File: src/rtl/adc_rx_pkg.sv
// Shared definitions for the LVDS ADC receiver: frame-align state encoding,
// counter widths and the default frame patterns per ADC mode.
package adc_rx_pkg;

  typedef enum logic [2:0] {
    ST_IDLE    = 3'd0,
    ST_SETTLE  = 3'd1,
    ST_COMPARE = 3'd2,
    ST_SLIP    = 3'd3,
    ST_VERIFY  = 3'd4,
    ST_LOCKED  = 3'd5,
    ST_FAIL    = 3'd6
  } frm_align_state_t;

  localparam int unsigned SettleCntW = 4;
  localparam int unsigned MatchCntW  = 8;
  localparam int unsigned LossCntW   = 8;
  localparam int unsigned StatCntW   = 16;

  // Frame word seen on the FCLK lane once aligned, per wiring mode and resolution
  localparam logic [11:0] FrmPat1w12 = 12'hFC0;
  localparam logic [13:0] FrmPat1w14 = 14'h3F80;
  localparam logic [15:0] FrmPat1w16 = 16'hFF00;
  localparam logic [5:0]  FrmPat2w12 = 6'h38;
  localparam logic [6:0]  FrmPat2w14 = 7'h78;
  localparam logic [7:0]  FrmPat2w16 = 8'hF0;

endpackage

File: src/rtl/adc_frame_align_fsm.sv
// Frame-clock alignment controller: bitslips the FCLK word until it matches the
// expected pattern, locks, and re-aligns on loss. Optional stats: ADC_FRAME_ALIGN_STATS_EN.
module adc_frame_align_fsm
  import adc_rx_pkg::*;
#(
  parameter int unsigned         FrmWidth   = 8,
  parameter logic [FrmWidth-1:0] FrmPattern = FrmWidth'(FrmPat2w16),
  parameter int unsigned         NumLanes   = 4,
  parameter int unsigned         SlipSettle = 3,
  parameter int unsigned         LockCount  = 16,
  parameter int unsigned         LossCount  = 4
) (
  input  logic                        FrmClk,
  input  logic                        FrmRst,
  input  logic                        FrmEna,
  input  logic                        FrmReAlign,
  input  logic [FrmWidth-1:0]         FrmData,
  input  logic [NumLanes-1:0]         DatLaneEna,
  output logic                        FrmBitslip,
  output logic [NumLanes-1:0]         DatBitslip,
  output logic                        FrmAlignDone,
  output logic                        FrmAlignFail,
  output logic [$clog2(FrmWidth)-1:0] FrmSlipCnt
`ifdef ADC_FRAME_ALIGN_STATS_EN
  ,
  output logic [StatCntW-1:0]         StatSlipTotal,
  output logic [StatCntW-1:0]         StatLossCnt
`endif
);

  localparam int unsigned            SlipW      = $clog2(FrmWidth);
  localparam logic [SlipW-1:0]       SlipMax    = SlipW'(FrmWidth - 1);
  localparam logic [SettleCntW-1:0]  SettleLast = SettleCntW'(SlipSettle - 1);
  localparam logic [MatchCntW-1:0]   LockTarget = MatchCntW'(LockCount);
  localparam logic [LossCntW-1:0]    LossTarget = LossCntW'(LossCount);

  frm_align_state_t        state_q, state_d;
  logic [SettleCntW-1:0]   settle_q, settle_d;
  logic [MatchCntW-1:0]    match_cnt_q, match_cnt_d;
  logic [LossCntW-1:0]     loss_cnt_q, loss_cnt_d;
  logic [SlipW-1:0]        slip_cnt_q, slip_cnt_d;
  logic                    bitslip_q, bitslip_d;
  logic [NumLanes-1:0]     dat_bitslip_q, dat_bitslip_d;
  logic                    done_q, done_d;
  logic                    fail_q, fail_d;
  logic                    match_c;

  assign match_c = (FrmData == FrmPattern);

  // Next state and counters; enable and re-align override the normal flow
  always_comb begin
    state_d     = state_q;
    settle_d    = settle_q;
    match_cnt_d = match_cnt_q;
    loss_cnt_d  = loss_cnt_q;
    slip_cnt_d  = slip_cnt_q;

    if (!FrmEna) begin
      state_d     = ST_IDLE;
      settle_d    = '0;
      match_cnt_d = '0;
      loss_cnt_d  = '0;
      slip_cnt_d  = '0;
    end else if (FrmReAlign) begin
      state_d     = ST_SETTLE;
      settle_d    = '0;
      match_cnt_d = '0;
      loss_cnt_d  = '0;
      slip_cnt_d  = '0;
    end else begin
      case (state_q)
        ST_IDLE: begin
          settle_d    = '0;
          slip_cnt_d  = '0;
          match_cnt_d = '0;
          loss_cnt_d  = '0;
          state_d     = ST_SETTLE;
        end
        ST_SETTLE: begin
          if (settle_q >= SettleLast) begin
            settle_d = '0;
            state_d  = ST_COMPARE;
          end else begin
            settle_d = settle_q + SettleCntW'(1);
          end
        end
        ST_COMPARE, ST_VERIFY: begin
          if (match_c) begin
            if (state_q == ST_COMPARE) begin
              match_cnt_d = MatchCntW'(1);
            end else if (match_cnt_q != '1) begin
              match_cnt_d = match_cnt_q + MatchCntW'(1);
            end
            if (state_q == ST_VERIFY && match_cnt_d >= LockTarget) begin
              state_d    = ST_LOCKED;
              loss_cnt_d = '0;
            end else begin
              state_d = ST_VERIFY;
            end
          end else if (slip_cnt_q == SlipMax) begin
            state_d = ST_FAIL;
          end else begin
            state_d    = ST_SLIP;
            slip_cnt_d = slip_cnt_q + SlipW'(1);
          end
        end
        ST_SLIP: begin
          settle_d = '0;
          state_d  = ST_SETTLE;
        end
        ST_LOCKED: begin
          if (match_c) begin
            loss_cnt_d = '0;
          end else begin
            if (loss_cnt_q != '1) begin
              loss_cnt_d = loss_cnt_q + LossCntW'(1);
            end
            // Loss: re-compare the current word without resetting the deserialiser
            if (loss_cnt_d >= LossTarget) begin
              state_d     = ST_COMPARE;
              slip_cnt_d  = '0;
              loss_cnt_d  = '0;
              match_cnt_d = '0;
            end
          end
        end
        ST_FAIL: state_d = ST_FAIL;
        default: state_d = ST_IDLE;
      endcase
    end

    bitslip_d     = (state_d == ST_SLIP);
    dat_bitslip_d = {NumLanes{bitslip_d}} & DatLaneEna;
    done_d        = (state_d == ST_LOCKED);
    fail_d        = (state_d == ST_FAIL);
  end

  always_ff @(posedge FrmClk or posedge FrmRst) begin
    if (FrmRst) begin
      state_q       <= ST_IDLE;
      settle_q      <= '0;
      match_cnt_q   <= '0;
      loss_cnt_q    <= '0;
      slip_cnt_q    <= '0;
      bitslip_q     <= 1'b0;
      dat_bitslip_q <= '0;
      done_q        <= 1'b0;
      fail_q        <= 1'b0;
    end else begin
      state_q       <= state_d;
      settle_q      <= settle_d;
      match_cnt_q   <= match_cnt_d;
      loss_cnt_q    <= loss_cnt_d;
      slip_cnt_q    <= slip_cnt_d;
      bitslip_q     <= bitslip_d;
      dat_bitslip_q <= dat_bitslip_d;
      done_q        <= done_d;
      fail_q        <= fail_d;
    end
  end

  assign FrmBitslip   = bitslip_q;
  assign DatBitslip   = dat_bitslip_q;
  assign FrmAlignDone = done_q;
  assign FrmAlignFail = fail_q;
  assign FrmSlipCnt   = slip_cnt_q;

`ifdef ADC_FRAME_ALIGN_STATS_EN
  logic [StatCntW-1:0] slip_total_q, slip_total_d;
  logic [StatCntW-1:0] loss_evt_q, loss_evt_d;

  // Lifetime counters, saturating, cleared only by reset
  always_comb begin
    slip_total_d = slip_total_q;
    loss_evt_d   = loss_evt_q;
    if (bitslip_d && slip_total_q != '1) begin
      slip_total_d = slip_total_q + StatCntW'(1);
    end
    if (FrmEna && !FrmReAlign && state_q == ST_LOCKED && state_d == ST_COMPARE
        && loss_evt_q != '1) begin
      loss_evt_d = loss_evt_q + StatCntW'(1);
    end
  end

  always_ff @(posedge FrmClk or posedge FrmRst) begin
    if (FrmRst) begin
      slip_total_q <= '0;
      loss_evt_q   <= '0;
    end else begin
      slip_total_q <= slip_total_d;
      loss_evt_q   <= loss_evt_d;
    end
  end

  assign StatSlipTotal = slip_total_q;
  assign StatLossCnt   = loss_evt_q;
`endif

endmodule

File: config.mk
export PLATFORM = sky130hd
export DESIGN_NAME = adc_frame_align_fsm
export DESIGN_NICKNAME = d
export VERILOG_FILES = /design/src/rtl/adc_rx_pkg.sv /design/src/rtl/adc_frame_align_fsm.sv
export SDC_FILE = /design/constraint.sdc
export NUM_CORES = 1
export LEC_CHECK = 0
export CORE_UTILIZATION = 35
export DETAILED_ROUTE_END_ITERATION = 7
export GPL_TIMING_DRIVEN = 0
export HOLD_SLACK_MARGIN = 0.12
export PLACE_DENSITY_LB_ADDON = 0.25
export SYNTH_ARGS = -nofsm -noshare
export SYNTH_HDL_FRONTEND = slang
export SYNTH_SLANG_ARGS = --single-unit
File: constraint.sdc
create_clock -name FrmClk -period 2.5 [get_ports FrmClk]
set_input_delay 0.375 -clock FrmClk [delete_from_list [all_inputs] [get_ports FrmClk]]
set_output_delay 0.375 -clock FrmClk [all_outputs]
set_load 0.03 [all_outputs]
==> flow_metrics.py <==
metrics = {
    "outcome": {
        "status": "completed",
    },
    "power_and_ir_drop": {
        "p_sw_uw": 246,
        "peakVddDrop_mv": 0.305,
        "internal_power_uw": 894,
        "fin_total_pwr_uw": 1140,
        "seqPwrFrac": 0.472,
        "cellLeakagePower_uw": 0.00101,
        "powerDensity_mw_per_mm2": 467,
        "swShare": 0.216,
        "combPwrFrac": 0.062,
        "clock_power_share": 0.465,
    },
    "setup_path": {
        "cp.arrival_ns": 2.60,
        "crit_chain": "clkdlybuf4s50_1, or4_4, or2_4, maj3_2, or2_4, and2_4, o221a_1",
        "cpPeakStageDelay_ns": 0.52,
        "start_kind": "primary input",
        "r2r_cells": 7,
        "cp-end-kind": "flip-flop",
        "r2r_start": "match_cnt_q[0]",
        "required_ns": 2.68,
        "crit_fanout": 6,
        "cp_common_cell": "or2_4",
        "r2r-end": "loss_cnt_q[0]",
        "path_class": "in -> reg",
        "crit_slowest_cell": "or4_4",
        "rrSetupSlack_ns": 0.16,
    },
    "detailed_routing": {
        "vias": 1660,
        "drtAntennaViolNets": 0,
        "first_iter_violations": 62,
        "wl_um": 4200,
        "first_pass_iters": 4,
        "avgRoutedWirePerCell_um": 13.3,
        "via_per_inst": 5.27,
        "drc": 0,
    },
    "finish": {
        "diodes": 0,
        "drive_gt1_frac": 0.135,
        "n_fill_cell": 487,
        "instances_no_fill": 315,
        "final_nets": 266,
        "area_growth_pct": 28.3,
        "fin_util": 0.472,
    },
    "logic_synthesis": {
        "ys_ff_latch": 33,
        "ys_seq_area_frac": 0.434,
        "netlist_instances": 209,
        "synthesis.area_sq_mm": 0.00190,
        "synthFlopType": "dfrtp_1",
        "synth_area_leader_cell": "dfrtp_1",
        "synth_area_leaders": "dfrtp_1, and2_1, nand2_1",
        "synthDistinctLibCells": 53,
        "synth_edf_count": 0,
        "ys_warn_count": 0,
        "synth_nets": 231,
        "synth.most_common_cell": "dfrtp_1",
        "async_reset_ff_frac": 1.00,
        "yosysTopAreaCellShare": 0.434,
        "synthTopCellsByCount": "dfrtp_1, nand2_1, and2_1",
        "syn_area_per_cell_sq_um": 9.11,
    },
    "floorplan": {
        "rows": 26,
        "fp.dieH_um": 75.7,
        "fp.coreArea_sq_mm": 0.00517,
        "pin_count": 26,
        "start_util": 0.368,
        "die_area_sq_mm": 0.00574,
        "die_x_um": 75.7,
    },
    "clocking": {
        "htree_levels": 2,
        "clockBufferDepth": 2,
        "clk_pin_slew_worst_paths_ns": 0.07,
        "clock_latency_ns": 0.29,
        "ctsRootBufferMaster": "clkbuf_8",
        "cts_tree": "done",
        "cts_sinks": 33,
        "cts_buffers": 5,
        "ctsHoldBuffers": 0,
    },
    "placed_design": {
        "io_buffers": 25,
        "gp_congestion": 0.871,
        "post-place-ws_ns": -0.308,
        "dp.cells": 304,
        "hpwl_um": 2860,
    },
    "grt": {
        "global_route.usage.met3": 0.0397,
        "use_met2": 0.242,
        "use_met1": 0.215,
        "grt-ovfl-total": 0,
        "grt_max_degree": 34,
        "grt.total_usage": 0.160,
        "grt_pass1_wl_um": 6760,
        "grt_pass1_vias": 1473,
        "antenna_found_initial": 0,
        "top_usage_layer": "met2",
    },
    "timing": {
        "clock-skew-final_ns": 0.00527,
        "slew_headroom": 0.527,
        "fin_ws_ns": 0.0733,
        "tightest_slew_ns": 0.704,
        "setup_viol": 0,
        "min_period_ns": 2.43,
        "hold_viol": 0,
        "hold_slack_ns": 0.480,
        "period_share": 0.971,
        "rsz0062_at_grt": "true",
        "fmax_mhz": 412,
        "drv_slew": 0,
    },
    "hold_path": {
        "worstHoldStart": "settle_q[2]",
        "hold_path_depth": 2,
        "whs_endpoint": "settle_q[2]",
        "worstHoldPathType": "reg -> reg",
    },
    "job": {
        "drv_cap": 0,
    },
}
[kinds of logic after synthesis]
group	synth area share
fa+ha+maj	0.0454
xor+xnor	0.00460
buf+inv	0.0355
simple gates	0.271
compound gates	0.204
flops	0.434
mux	0.00592
[registers in the layout (all words and copies together), names as in the netlist]
register / flops
FrmAlignFail: 1
match_cnt_q: 8
FrmAlignDone: 1
settle_q: 4
FrmSlipCnt: 3
loss_cnt_q: 8
DatBitslip: 4
FrmBitslip: 1
state_q: 3
[power by group through the flow]
stage | clock, uW | sequential, uW | combinational (uW)
3_5_place_dp | 0 | 549 | 70.5
6_report | 530 | 538 | 71.0
5_1_grt | 562 | 538 | 79.5
2_1_floorplan | 0 | 549 | 33.9
3_3_place_gp | 0 | 549 | 69.8
4_1_cts | 547 | 538 | 71.9
[per-layer routing]
layer | vias up | wire (um)
li1 | 837 | -
met1 | 786 | 2030
met2 | 30 | 1940
met3 | 7 | 161
met4 | 0 | 71
met5 | - | 0
[what timing repair did]
| action | in CTS | in global routing |
|---|---|---|
| endpoints found under the hold margin | 0 | 0 |
| buffers inserted | 0 | 5 |
| pin swaps | 0 | 9 |
| endpoints found under the setup margin | 11 | 17 |
| gates resized for setup | 5 | 9 |
[area by class of cell]
class                           instances  area (sq um)  share of cell area
Buffer                                  6          26.3              0.0108
Multi-Input combinational cell        161          1060               0.435
Tap cell                               70          87.6              0.0359
Timing Repair Buffer                   30           290               0.119
Sequential cell                        33           828               0.339
Inverter                                7          26.3              0.0108
Clock buffer                            6          82.6              0.0338
Clock inverter                          2          37.5              0.0154
[worst max-delay path: cells and delay by family]
kind | cells | cell delay, ns
and+or+nand+nor | 4 | 1.25
buffers and inverters | 1 | 0.40
adders and majority gates | 1 | 0.33
AOI/OAI and AO/OA | 1 | 0.23
[worst max path at each step]
| stage | start | end | slack, ns | cells after the start |
|---|---|---|---|---|
| 6_report | FrmData[0] | match_cnt_q[2] | 0.07 | 7 |
| 3_3_place_gp | FrmData[1] | match_cnt_q[2] | -0.28 | 8 |
| 5_1_grt | loss_cnt_q[0] | FrmAlignDone | 0.002 | 7 |
| 4_1_cts | match_cnt_q[0] | FrmAlignDone | 0.009 | 8 |
| 2_1_floorplan | match_cnt_q[0] | FrmAlignDone | 0.12 | 8 |
| 3_5_place_dp | FrmData[1] | match_cnt_q[2] | -0.31 | 8 |
[layout by cell type, fill, tap and decap left out, types with 3 or more instances in the layout]
master / count
nand4_1: 5
o21ai_0: 10
nor2_1: 12
ha_1: 6
nand2_1: 24
and2_1: 17
o22ai_1: 3
buf_4: 6
dfrtp_1: 31
a21oi_1: 13
inv_1: 6
or4_1: 3
a31oi_1: 4
nand3_1: 11
clkbuf_1: 5
clkbuf_8: 6
nor3_1: 3
nor2b_1: 4
clkdlybuf4s50_1: 24
a21boi_0: 3
[stage by stage]
stage               TNS (ns)  instance area, sq um
floorplan                  0                  1900
global route               0                  2440
global placement       -3.78                  2240
CTS                        0                  2380
detailed placement     -3.97                  2240
finish                     0                  2440
Power figures use the tool's default switching activity.
